--- src/rtl/mem_arbiter.sv ---
// Two-port round-robin arbiter in front of a single strobe/busy memory. One-cycle requester
// strobes are latched per port so a losing requester waits with busy high.
module mem_arbiter #(
  parameter bit FIXED_PRIO = 1'b0
) (
  input  logic        clk,
  input  logic        reset,
  input  logic [31:0] s0_addr,
  input  logic [31:0] s0_wdata,
  input  logic [3:0]  s0_wmask,
  input  logic        s0_rstrb,
  output logic [31:0] s0_rdata,
  output logic        s0_rbusy,
  output logic        s0_wbusy,
  input  logic [31:0] s1_addr,
  input  logic [31:0] s1_wdata,
  input  logic [3:0]  s1_wmask,
  input  logic        s1_rstrb,
  output logic [31:0] s1_rdata,
  output logic        s1_rbusy,
  output logic        s1_wbusy,
  output logic [31:0] mem_addr,
  output logic [31:0] mem_wdata,
  output logic [3:0]  mem_wmask,
  output logic        mem_rstrb,
  input  logic [31:0] mem_rdata,
  input  logic        mem_rbusy,
  input  logic        mem_wbusy
);

  typedef enum logic [1:0] {StIdle, StIssue, StWait} state_e;
  state_e state_q, state_d;

  logic [31:0] in_addr  [2];
  logic [31:0] in_wdata [2];
  logic [3:0]  in_wmask [2];
  logic [1:0]  in_req;

  assign in_addr[0]  = s0_addr;
  assign in_addr[1]  = s1_addr;
  assign in_wdata[0] = s0_wdata;
  assign in_wdata[1] = s1_wdata;
  assign in_wmask[0] = s0_wmask;
  assign in_wmask[1] = s1_wmask;
  assign in_req      = {s1_rstrb | (|s1_wmask), s0_rstrb | (|s0_wmask)};

  logic [1:0]  pend_q, is_wr_q, set_pend, clr_pend, rdata_we;
  logic [31:0] addr_q  [2];
  logic [31:0] wdata_q [2];
  logic [3:0]  wmask_q [2];
  logic [31:0] rdata_q [2];
  logic        grant_q, grant_d, last_grant_q, last_grant_d, win;
  logic [31:0] mem_addr_q, mem_addr_d, mem_wdata_q, mem_wdata_d;

  // A strobe is only captured into an empty slot; wmask wins over rstrb.
  assign set_pend = in_req & ~pend_q;

  always_ff @(posedge clk or posedge reset) begin
    if (reset) begin
      pend_q  <= '0;
      is_wr_q <= '0;
      for (int i = 0; i < 2; i++) begin
        addr_q[i]  <= '0;
        wdata_q[i] <= '0;
        wmask_q[i] <= '0;
        rdata_q[i] <= '0;
      end
    end else begin
      pend_q <= (pend_q | set_pend) & ~clr_pend;
      for (int i = 0; i < 2; i++) begin
        if (set_pend[i]) begin
          is_wr_q[i] <= |in_wmask[i];
          addr_q[i]  <= in_addr[i];
          wdata_q[i] <= in_wdata[i];
          wmask_q[i] <= in_wmask[i];
        end
        if (rdata_we[i]) rdata_q[i] <= mem_rdata;
      end
    end
  end

  always_ff @(posedge clk or posedge reset) begin
    if (reset) begin
      state_q      <= StIdle;
      grant_q      <= 1'b0;
      last_grant_q <= 1'b1;
      mem_addr_q   <= '0;
      mem_wdata_q  <= '0;
    end else begin
      state_q      <= state_d;
      grant_q      <= grant_d;
      last_grant_q <= last_grant_d;
      mem_addr_q   <= mem_addr_d;
      mem_wdata_q  <= mem_wdata_d;
    end
  end

  always_comb begin
    state_d      = state_q;
    grant_d      = grant_q;
    last_grant_d = last_grant_q;
    mem_addr_d   = mem_addr_q;
    mem_wdata_d  = mem_wdata_q;
    clr_pend     = '0;
    rdata_we     = '0;
    mem_rstrb    = 1'b0;
    mem_wmask    = 4'h0;
    win          = 1'b0;
    unique case (state_q)
      StIdle: begin
        if (|pend_q) begin
          if (&pend_q) win = FIXED_PRIO ? 1'b0 : ~last_grant_q;
          else         win = pend_q[1];
          grant_d      = win;
          last_grant_d = win;
          mem_addr_d   = addr_q[win];
          mem_wdata_d  = wdata_q[win];
          state_d      = StIssue;
        end
      end
      StIssue: begin
        mem_rstrb = ~is_wr_q[grant_q];
        mem_wmask = is_wr_q[grant_q] ? wmask_q[grant_q] : 4'h0;
        state_d   = StWait;
      end
      StWait: begin
        if (is_wr_q[grant_q] ? !mem_wbusy : !mem_rbusy) begin
          clr_pend[grant_q] = 1'b1;
          rdata_we[grant_q] = ~is_wr_q[grant_q];
          state_d           = StIdle;
        end
      end
      default: state_d = StIdle;
    endcase
  end

  assign mem_addr  = mem_addr_q;
  assign mem_wdata = mem_wdata_q;
  assign s0_rdata  = rdata_q[0];
  assign s1_rdata  = rdata_q[1];
  assign s0_rbusy  = pend_q[0] & ~is_wr_q[0];
  assign s0_wbusy  = pend_q[0] & is_wr_q[0];
  assign s1_rbusy  = pend_q[1] & ~is_wr_q[1];
  assign s1_wbusy  = pend_q[1] & is_wr_q[1];

  // A strobe while the port is still pending is dropped by the datapath; flag it in simulation.
  a_s0_no_overrun: assert property (@(posedge clk) disable iff (reset) !(pend_q[0] && in_req[0]))
    else $error("mem_arbiter: port 0 strobe ignored while request pending");
  a_s1_no_overrun: assert property (@(posedge clk) disable iff (reset) !(pend_q[1] && in_req[1]))
    else $error("mem_arbiter: port 1 strobe ignored while request pending");

endmodule

--- config.mk ---
export PLATFORM = sky130hd
export DESIGN_NAME = mem_arbiter
export DESIGN_NICKNAME = d
export VERILOG_FILES = /design/src/rtl/mem_arbiter.sv
export SDC_FILE = /design/constraint.sdc
export NUM_CORES = 1
export LEC_CHECK = 0
export BUFFER_PORTS_ARGS = -buffer_cell sky130_fd_sc_hd__buf_2
export CORE_MARGIN = 8
export CORE_UTILIZATION = 50
export CTS_CLUSTER_DIAMETER = 150
export DETAILED_ROUTE_END_ITERATION = 10
export PLACE_DENSITY = 0.77
export SYNTH_ARGS = -nofsm -noshare
export SYNTH_HDL_FRONTEND = slang
export SYNTH_SLANG_ARGS = --single-unit
--- constraint.sdc ---
create_clock -name clk -period 12.6 [get_ports clk]
set_clock_uncertainty 0.2 [all_clocks]
set_input_delay 3.78 -clock clk [delete_from_list [all_inputs] [get_ports clk]]
set_output_delay 3.78 -clock clk [all_outputs]
set_load 0.02 [all_outputs]
; ---- After elaboration in Yosys (flattened, before gate mapping)
; Cells that the tools add are included.
[op_classes]
n_reduce_logical = 10
mux = 27
eq_ne = 4
order_cmp = 4
n_bitwise = 18
[ops]
columns = operator, n
row1 = 2-to-1 mux 32 bit, 6
row2 = 2-to-1 mux 4 bit, 5
row3 = 2-to-1 mux 2 bit, 6
row4 = 2-to-1 mux 1 bit, 8
row5 = OR reduction 4 bit, 2
row6 = AND 2 bit, 3
row7 = case mux 2 bit (3 select lines), 1
row8 = AND reduction 2 bit, 3
row9 = AND 1 bit, 4
row10 = greater-or-equal comparator 2 bit (second input constant), 2
row11 = inequality test 2 bit (second input constant), 2
row12 = NOT 1 bit, 4
row13 = NOT 1 -> 2 bit, 2
row14 = NOT 2 bit, 2
row15 = == test 2 x 1 -> 1 bit (second input constant), 1
row16 = == test 2 bit (second input constant), 1
row17 = zero test 1 bit, 2
row18 = zero test 2 bit, 1
row19 = less-than comparator 1 x 2 -> 1 bit (second input constant), 1
row20 = OR 1 bit, 2
row21 = OR 2 bit, 1
row22 = OR reduction 2 bit, 1
row23 = demux 1 bit (select 1 bit), 1
row24 = greater-or-equal comparator 1 bit (second input constant), 1
row25 = logical AND 1 bit, 1
[totals]
wordCells = 79
in_bits = 174
out_inout_bits = 137
regBits = 272

; ---- Logic depth before layout (Yosys ltp)
; Gate-level depths: netlist (run 1).
[depth]
ltp_word = 8
ltp_mapped = 6
ltp_nobuf = 3

; ---- Least setup slack after synthesis (run 1)
; OpenSTA, ideal clock, no wires.
[synth_path]
path_type = input -> register
start = input s1_wmask[0]
end = register wdata_q[13] in the netlist's numbering
t_required_ps = 12272
arrival_ps = 4917
n_path_buf = 2
cell_stages = 5
path_slack_ps = 7356
setup_time_ps = 128
path_cell_list = nor4_2 > a21oi_1 > buf_2 > buf_2 > mux2_1
[synth_via]
elab_chain_cells = 3
[synth_rtl]
columns = element, line_no
row1 = from (decl), 17  ; input logic [3:0] s1_wmask,
row2 = OR reduction 4 bit, 45  ; assign in_req = {s1_rstrb | (|s1_wmask), s0_rstrb | (|s0_wmask)};
row3 = OR 1 bit, 45
row4 = AND 2 bit, 56  ; assign set_pend = in_req & ~pend_q;
row5 = "to (signal, indexed assignment)", 74  ; wdata_q[i] <= in_wdata[i];
row6 = to (decl), 49  ; logic [31:0] wdata_q [2];
; Every way passes these cells.
; A chain may end at the register's enable or synchronous reset.

; ---- Worst setup path after layout (run 1)
[layout_path]
start = register grant_q
end = output mem_wmask[1]
[layout_via]
elab_chain_cells = 6
word_cells_on_any_way = 8
classes_between = mux: 7 / bitwise: 1
[layout_rtl]
columns = element, line_no
row1 = from (decl), 52  ; logic grant_q, grant_d, last_grant_q, last_grant_d, win;
row2 = from (signal assigned), 91  ; grant_q <= grant_d;
row3 = NOT 1 -> 2 bit (not written as such), 123  ; mem_wmask = is_wr_q[grant_q] ? wmask_q[grant_q] : 4'h0;
row4 = 2-to-1 mux 4 bit (not written as such) (3 in a row), 123
row5 = 2-to-1 mux 4 bit *, 123
row6 = 2-to-1 mux 4 bit *, 109  ; unique case (state_q)
row7 = to (decl), 24  ; output logic [3:0] mem_wmask,
; Every way passes the cells marked *; elsewhere a longest branch is shown, timed or not. The select of a mux whose other input is x is not followed.

==> results of run 1 <==
==> cell type report <==
cell class	instances	share of cell area
flip-flops and latches	272	0.488
multi-input cells	368	0.293
repair buffers	318	0.115
clock buffers	44	0.0625
well taps	280	0.0251
clock inverters	8	0.00879
inverters	21	0.00637
diodes	4	0.000717
==> sequential cells by signal, summed over array words and instances (netlist names), 2 cells and up <==
signal     count
addr_q        64
is_wr_q        2
mem_addr      32
mem_wdata     32
pend_q         2
s0_rdata      32
s1_rdata      32
state_q        2
wdata_q       64
wmask_q        8
==> critical path, cell delays in order (launching register included) <==
cell	delay, ns
sky130_fd_sc_hd__dfrtp_1	0.60
sky130_fd_sc_hd__mux2_2	0.42
sky130_fd_sc_hd__nand2b_1	0.17
sky130_fd_sc_hd__nor2_1	0.07
sky130_fd_sc_hd__buf_2	0.17
==> how the worst max path moves through the flow <==
stage                       start            end  depth (start not counted)
after floorplan             reset      addr_q[0]                          1
after global placement      reset  mem_wdata[26]                          3
after detailed placement    reset   s0_rdata[28]                          3
after CTS                 grant_q   mem_wmask[1]                          4
after global routing      grant_q   mem_wmask[1]                          4
final                     grant_q   mem_wmask[1]                          4
==> cell families after synthesis <==
group	after synthesis	synth area share
AND/OR/NAND/NOR	20	0.0109
buffers and inverters	60	0.0307
flip-flops	272	0.607
AO/OA/AOI/OAI	18	0.0103
multiplexers	330	0.341
==> per-layer routing <==
layer	vias up	wire length, um	GRT usage
li1	3102	-	-
met1	3476	11200	0.237
met2	238	12800	0.306
met3	56	1890	0.0613
met4	10	689	0.0568
met5	-	67	0
==> power breakdown <==
group          internal [mW]  switching, mW
Clock                  0.536          0.333
Combinational          0.843          0.765
Sequential              1.33          0.242
==> cell usage in the layout (no fill, tap or decap), drive strengths merged <==
master / Yosys / routed
diode: 0 / 4
inv: 21 / 23
or4: 2 / 2
clkinv: 0 / 3
o32a: 2 / 2
nor4: 2 / 2
nor2b: 2 / 2
nor3: 1 / 1
clkbuf: 7 / 44
a21oi: 2 / 2
mux2: 323 / 323
buf: 32 / 318
nand2: 2 / 2
mux2i: 7 / 7
dfstp: 1 / 1
a21bo: 1 / 1
dfrtp: 271 / 271
o21ai: 5 / 5
and2: 2 / 2
o22ai: 8 / 8
nand2b: 3 / 3
bufinv: 0 / 3
nor2: 6 / 6
==> results.yml, run 1 <==
job:
  maxCapViolations: 0
power:
  power-per-cell-area_nw_per_um2: 290
  leakage_power_nw: 6.63
  vdd_ir_drop_max_mv: 0.158
  post-layout-total-power_mw: 4.04
status:
  run_status: "complete, no violations"
synthesis:
  syn-instance-count: 700
  netlist_area_sq_um: 11200
  synth_ff_type: "sky130_fd_sc_hd__dfrtp_1"
  synthTopCellsByArea: "sky130_fd_sc_hd__dfrtp_1 (60%), sky130_fd_sc_hd__mux2_2 (29%), sky130_fd_sc_hd__mux2_4 (4.0%)"
  synth.ff_latch_count: 272
  yosysTopAreaCell: "sky130_fd_sc_hd__dfrtp_1"
  async_flop_share: 1.00
  netlist-cell-type-count: 26
  synth_top_cell_area_share: 0.605
  synth_enable_flop_cells: 0
  synth_area_per_cell_sq_um: 16.0
  syn-num-nets: 874
  synth_seq_area_share: 0.607
  synthMostInstantiatedCell: "sky130_fd_sc_hd__mux2_2"
  yosys_warnings: 0
  leading_post_synthesis_cells_by_instance_count: "sky130_fd_sc_hd__mux2_2 (288), sky130_fd_sc_hd__dfrtp_1 (271), sky130_fd_sc_hd__mux2_4 (30)"
min_path:
  holdCritStartpoint: "last_grant_q"
  hp_class: "flop to flop"
  hold_end: "last_grant_q"
  holdPathStages: 2
timing:
  worst_setup_margin_ns: 6.66
  hold_ws_ns: 0.277
  worst_pin_slew_ns: 1.02
  max_freq_ghz: 0.168
  finalSetupViolCount: 0
  grt_setup_unrepaired: "false"
  relative_slew_slack: 0.320
  min_period_ns: 5.94
  crit_share_post_route: 0.471
  hold_viol_final: 0
  report.final.slew_viol_count: 0
  setup-tns-final_ns: 0
floorplanning:
  die_h_um: 166
  floorplan.initialDensity: 0.512
  coreArea_sq_um: 21900
  rows: 54
  die-width_um: 166
  io_pins: 311
  die_area_sq_um: 27500
placement:
  placed_cells_incl_taps: 1259
  dp_hpwl_um: 18400
  dpl-instance-area_sq_um: 12900
  place_worst_setup_slack_ns: 6.82
  place.port_buffers: 310
  finalWeightedCongestion: 0.768
grt:
  grt_usage: 0.189
  grt_pass1_vias: 7538
  globalRoute.totalOverflow: 0
  grt_start_max_net_pins: 122
  global_route_wire_length_before_repair_um: 42600
  grt_antenna_before_repair: 7
clocking:
  cts.hold.buffers_added: 0
  worstSkewPairLatency_ns: 0.53
  clkSlewWorstSetupHoldPaths_ns: 0.06
  max-clock-path-buffers: 3
  cts_inserted_buffers: 29
  cts_tree: "yes"
  tritoncts_num_sinks: 272
  post_cts_buffers: 0
  cts_root_buf: "sky130_fd_sc_hd__clkbuf_16"
  post_cts_resized: 0
  clock_tree.htree_level_count: 1
critical_path:
  critical_path_peak_fanout: 8
  reg2regPathDepth: 4
  rr_endpoint: "mem_addr[26]"
  critPathArrivalTime_ns: 1.96
  required_ns: 8.62
  critical_path.endpoint_type: "output pin"
  timing.reg2reg.setup_slack_ns: 9.94
  critPathLaunchType: "flop"
  rr_startpoint: "pend_q[0]"
  critical_path_class: "flop to output pin"
route:
  postRouteAntennaNets: 0
  drt_iter0_markers: 319
  first_pass_iters: 4
  route.vias.total: 6882
  wl_per_cell_um: 20.2
  detailed_route_wl_um: 26600
  drt-vias-per-instance: 5.23
  drc: 0
final_layout:
  footprint_of_the_multi_input_gates_sq_um: 4090
  final_util: 0.637
  nFillCells: 1676
  num-nets-final: 1184
  layout-drive-gt1-share: 0.671
  final-instance-count-excl-fill: 1315
  layout.cell_area.non_filler_sq_um: 14000
  layout.area.seq_sq_um: 6810
  area_growth_pct: 24.5
Power figures use the tool's default switching activity.
==> run 2, diff against run 1 <==
==> constraint.sdc (replaced) <==
create_clock -name clk -period 5.9 [get_ports clk]
set_clock_uncertainty 0.2 [all_clocks]
set_input_delay 1.77 -clock clk [delete_from_list [all_inputs] [get_ports clk]]
set_output_delay 1.77 -clock clk [all_outputs]
set_load 0.02 [all_outputs]
==> results.yml, run 2 (same netlist as run 1, synthesis figures left out) <==
final_layout:
  mostFrequentLayoutCell: "sky130_fd_sc_hd__buf_2"
  layout_common_cells: "sky130_fd_sc_hd__buf_2 (310), sky130_fd_sc_hd__mux2_2 (288), sky130_fd_sc_hd__dfrtp_1 (271), sky130_fd_sc_hd__mux2_4 (30), sky130_fd_sc_hd__clkbuf_16 (29)"
  largest_registers: "addr_q x64, wdata_q x64"
  area_growth_pct: 25.2
  layout-drive-gt1-share: 0.675
  final-instance-count-excl-fill: 1317
  num-nets-final: 1187
power:
  vdd_ir_drop_max_mv: 0.332
  leakage_power_nw: 6.67
  power-per-cell-area_nw_per_um2: 621
route:
  route.vias.total: 6915
  drc: 0
  drt-vias-per-instance: 5.25
  postRouteAntennaNets: 0
  wl_per_cell_um: 20.4
  drt_iter0_markers: 344
  first_pass_iters: 4
  detailed_route_wl_um: 26900
clocking:
  cts_inserted_buffers: 29
  post_cts_buffers: 0
  clock_tree.htree_level_count: 1
  worstSkewPairLatency_ns: 0.52
  tritoncts_num_sinks: 272
  post_cts_resized: 0
  cts.hold.buffers_added: 0
  clkSlewWorstSetupHoldPaths_ns: 0.06
  cts_root_buf: "sky130_fd_sc_hd__clkbuf_16"
  max-clock-path-buffers: 3
  cts_tree: "yes"
floorplanning:
  die_h_um: 166
  io_pins: 311
  coreArea_sq_um: 21900
  floorplan.initialDensity: 0.512
  rows: 54
  die-width_um: 166
  die_area_sq_um: 27500
critical_path:
  rr_startpoint: "pend_q[0]"
  critical_path_class: "flop to output pin"
  rr_endpoint: "mem_addr[10]"
  reg2regPathDepth: 4
  critical_path.endpoint_type: "output pin"
  critPathArrivalTime_ns: 1.91
  critical_path_peak_fanout: 8
  timing.reg2reg.setup_slack_ns: 3.12
  critPathLaunchType: "flop"
  required_ns: 3.93
placement:
  dp_hpwl_um: 19100
  place.port_buffers: 310
  placed_cells_incl_taps: 1262
  finalWeightedCongestion: 0.782
timing:
  grt_setup_unrepaired: "false"
  min_period_ns: 3.88
  hold_viol_final: 0
  report.final.slew_viol_count: 0
  hold_ws_ns: 0.273
  finalSetupViolCount: 0
  relative_slew_slack: 0.482
  worst_pin_slew_ns: 0.777
  setup-tns-final_ns: 0
  max_freq_ghz: 0.258
  crit_share_post_route: 0.657
min_path:
  holdCritStartpoint: "last_grant_q"
  hp_class: "flop to flop"
  hold_end: "last_grant_q"
  holdPathStages: 2
grt:
  global_route_wire_length_before_repair_um: 42800
  grt_start_max_net_pins: 118
  grt_antenna_before_repair: 6
  grt_usage: 0.191
  grt_pass1_vias: 7667
  globalRoute.totalOverflow: 0
status:
  run_status: "complete, no violations"
job:
  maxCapViolations: 0
run 2: changes by cell type in the layout (fill, tap and decap cells not counted), moves of 2 or more:
cell,before,now
sky130_fd_sc_hd__bufinv_16,3,5
sky130_fd_sc_hd__clkinv_2,3,5
sky130_fd_sc_hd__clkbuf_8,9,7
sky130_fd_sc_hd__buf_12,0,2
sky130_fd_sc_hd__clkbuf_1,6,3
run 2: worst max-delay path by stage:
| stage | to | slack [ns] | cells after the start | startpoint |
|---|---|---|---|---|
| global route | mem_wmask[0] | 1.91 | 4 | grant_q |
| global placement | wdata_q[13] | 2.33 | 5 | s1_wmask[0] |
| detailed placement | wdata_q[13] | 2.29 | 5 | s1_wmask[0] |
| finish | mem_wmask[0] | 2.02 | 4 | grant_q |
| CTS | mem_wmask[1] | 1.99 | 4 | grant_q |
| floorplan | addr_q[0] | 0.34 | 1 | reset |
run 2: worst max-delay path: stages, from the launching register on:
cell,delay [ns]
sky130_fd_sc_hd__dfrtp_1,0.58
sky130_fd_sc_hd__mux2_2,0.41
sky130_fd_sc_hd__nand2b_1,0.16
sky130_fd_sc_hd__nor2_1,0.07
sky130_fd_sc_hd__buf_2,0.17
run 2: through the flow:
stage                     power [mW]   util  area (sq um)  setup WS [ns]
after floorplan                 5.81      -         11200          0.335
after global placement          6.73  0.594         13000           2.33
after detailed placement        6.87  0.594         13000           2.29
after CTS                       8.83  0.640         14000           1.99
after global routing            9.20  0.641         14000           1.91
final                           8.71  0.641         14000           2.02
run 2: where the power goes:
group | total, mW | switching, mW | internal (mW)
logic | 3.44 | 1.64 | 1.80
registers | 3.35 | 0.516 | 2.83
clock network | 1.92 | 0.717 | 1.20
total | 8.71 | 2.88 | 5.84
run 2: layer usage:
layer | global-route usage | wire, um | share of wire | vias to the layer above
met1 | 0.240 | 11200 | 0.41 | 3515
met2 | 0.312 | 13100 | 0.49 | 248
met3 | 0.0587 | 1980 | 0.074 | 44
met4 | 0.0572 | 599 | 0.022 | 4
met5 | 0 | 26 | 0.00097 | -
li1 | - | - | - | 3104
run 2: area by class of cell:
type	count	area (sq um)
fillers	1638	7860
flip-flops and latches	272	6810
clock inverters	12	193
well taps	280	350
clock buffers	39	833
repair buffers	321	1660
diodes	4	10.0
multi-input cells	368	4090
inverters	21	85.1
==> run 3, diff against run 2 <==
--- a/config.mk
+++ b/config.mk
@@ -7,10 +7,10 @@
 export LEC_CHECK = 0
 export BUFFER_PORTS_ARGS = -buffer_cell sky130_fd_sc_hd__buf_2
 export CORE_MARGIN = 8
-export CORE_UTILIZATION = 50
+export CORE_UTILIZATION = 47
 export CTS_CLUSTER_DIAMETER = 150
 export DETAILED_ROUTE_END_ITERATION = 10
-export PLACE_DENSITY = 0.77
+export PLACE_DENSITY = 0.76
 export SYNTH_ARGS = -nofsm -noshare
 export SYNTH_HDL_FRONTEND = slang
 export SYNTH_SLANG_ARGS = --single-unit
==> constraint.sdc (replaced) <==
create_clock -name clk -period 3.5 [get_ports clk]
set_clock_uncertainty 0.2 [all_clocks]
set_input_delay 1.05 -clock clk [delete_from_list [all_inputs] [get_ports clk]]
set_output_delay 1.05 -clock clk [all_outputs]
set_load 0.02 [all_outputs]
==> results.yml, run 3 (same netlist as run 1, synthesis figures left out) <==
final_layout:
  area_growth_pct: 25.6
  mostFrequentLayoutCell: "sky130_fd_sc_hd__buf_2"
  layout-drive-gt1-share: 0.674
  nFillCells: 1811
  layout_common_cells: "sky130_fd_sc_hd__buf_2 (310), sky130_fd_sc_hd__mux2_2 (288), sky130_fd_sc_hd__dfrtp_1 (271), sky130_fd_sc_hd__mux2_4 (30), sky130_fd_sc_hd__clkbuf_16 (29)"
  num-nets-final: 1186
  final-instance-count-excl-fill: 1358
  final_util: 0.600
  largest_registers: "addr_q x64, wdata_q x64"
clocking:
  cts_inserted_buffers: 29
  cts.hold.buffers_added: 0
  clkSlewWorstSetupHoldPaths_ns: 0.06
  max-clock-path-buffers: 3
  post_cts_buffers: 0
  cts_tree: "yes"
  worstSkewPairLatency_ns: 0.54
  post_cts_resized: 0
  clock_tree.htree_level_count: 1
  tritoncts_num_sinks: 272
  cts_root_buf: "sky130_fd_sc_hd__clkbuf_16"
timing:
  max_freq_ghz: 0.313
  finalSetupViolCount: 0
  min_period_ns: 3.19
  grt_setup_unrepaired: "false"
  relative_slew_slack: 0.465
  hold_ws_ns: 0.277
  crit_share_post_route: 0.912
  worst_setup_margin_ns: 0.309
  report.final.slew_viol_count: 0
  worst_pin_slew_ns: 0.802
  hold_viol_final: 0
critical_path:
  worst_path_largest_cell_delay_ns: 0.60
  cp_cell_sequence: "mux2_2 -> nand2b_1 -> nor2_1 -> buf_2"
  cp_top_family: "flip-flops"
  timing.reg2reg.setup_slack_ns: 1.05
  crit_buf_inv: 1
  required_ns: 2.25
  critical_path.slowest_cell: "sky130_fd_sc_hd__dfrtp_1"
  rr_startpoint: "pend_q[1]"
  critPathLaunchType: "flop"
  reg2regPathDepth: 4
  rr_endpoint: "mem_wdata[1]"
  critPathArrivalTime_ns: 1.94
  critical_path_peak_fanout: 8
  critical_path_class: "flop to output pin"
  critical_path.endpoint_type: "output pin"
min_path:
  holdCritStartpoint: "last_grant_q"
  hold_end: "last_grant_q"
  hp_class: "flop to flop"
  holdPathStages: 2
floorplanning:
  die_area_sq_um: 29000
  die_h_um: 170
  die-width_um: 170
  io_pins: 311
  coreArea_sq_um: 23500
  rows: 56
  floorplan.initialDensity: 0.478
route:
  drc: 0
  drt-vias-per-instance: 5.06
  wl_per_cell_um: 19.9
  postRouteAntennaNets: 0
  drt_iter0_markers: 369
  first_pass_iters: 4
  detailed_route_wl_um: 27000
  route.vias.total: 6872
grt:
  grt_usage: 0.185
  grt_start_max_net_pins: 148
  globalRoute.totalOverflow: 0
  global_route_wire_length_before_repair_um: 42900
  grt_pass1_vias: 7783
  grt_antenna_before_repair: 4
power:
  power-per-cell-area_nw_per_um2: 1040
  post-layout-total-power_mw: 14.7
  leakage_power_nw: 6.65
  vdd_ir_drop_max_mv: 0.605
job:
  maxCapViolations: 0
placement:
  place_worst_setup_slack_ns: 0.443
  placed_cells_incl_taps: 1300
  dp_hpwl_um: 18900
  place.port_buffers: 310
  finalWeightedCongestion: 0.856
status:
  run_status: "complete, no violations"
[run 3: changes by cell type in the layout (fill, tap and decap cells not counted)]
cell / previous run / this run
sky130_fd_sc_hd__buf_12: 2 / 3
sky130_fd_sc_hd__buf_4: 9 / 7
sky130_fd_sc_hd__bufinv_16: 5 / 4
sky130_fd_sc_hd__clkbuf_1: 3 / 4
sky130_fd_sc_hd__clkbuf_8: 7 / 8
sky130_fd_sc_hd__clkinv_4: 1 / 0
sky130_fd_sc_hd__clkinvlp_4: 1 / 4
sky130_fd_sc_hd__diode_2: 4 / 5
sky130_fd_sc_hd__inv_6: 1 / 0
[run 3: worst max-delay path by stage]
stage           startpoint            to  slack (ns)  depth (start not counted)
2_1_floorplan        reset     addr_q[0]       -1.34                          1
3_3_place_gp   s1_wmask[0]     addr_q[3]        0.46                          5
3_5_place_dp   s1_wmask[0]    addr_q[14]        0.44                          5
4_1_cts            grant_q  mem_wmask[0]        0.27                          4
5_1_grt            grant_q  mem_wmask[2]        0.17                          4
6_report           grant_q  mem_wmask[0]        0.31                          4
[run 3: worst reg2reg max path, delay by kind of cell (launching register included)]
kind	cells	cell delay [ns]
muxes	2	0.68
DFF	1	0.54
AOI/OAI and AO/OA	1	0.58
buffers and inverters	1	0.33
[run 3: power breakdown]
part           total (mW)  internal (mW)  switching (mW)
clock                3.22           1.98            1.24
sequential           5.62           4.77           0.849
combinational        5.82           3.05            2.77
total                14.7           9.81            4.86
[run 3: metrics by stage]
| stage | setup TNS, ns | cell area, sq um |
|---|---|---|
| after CTS | 0 | 14100 |
| after global routing | 0 | 14100 |
| after floorplan | -364.78 | 11200 |
| after global placement | 0 | 13000 |
| after detailed placement | 0 | 13000 |
| final | 0 | 14100 |
[run 3: cell type report]
| type | count | area [sq um] | share of cell area |
|---|---|---|---|
| sequential | 272 | 6810 | 0.484 |
| multi-input combinational | 368 | 4090 | 0.291 |
| timing repair buffer | 320 | 1660 | 0.118 |
| clock buffer | 41 | 851 | 0.0604 |
| tap | 319 | 399 | 0.0284 |
| clock inverter | 12 | 168 | 0.0119 |
| inverter | 21 | 85.1 | 0.00604 |
| antenna | 5 | 12.5 | 0.000889 |
[run 3: per-layer routing]
layer / track usage / vias to the layer above / wire length (um)
met2: 0.316 / 215 / 13500
met1: 0.231 / 3509 / 10900
li1: - / 3105 / -
met4: 0.0545 / 2 / 662
met5: 0 / - / 12
met3: 0.0456 / 41 / 1960
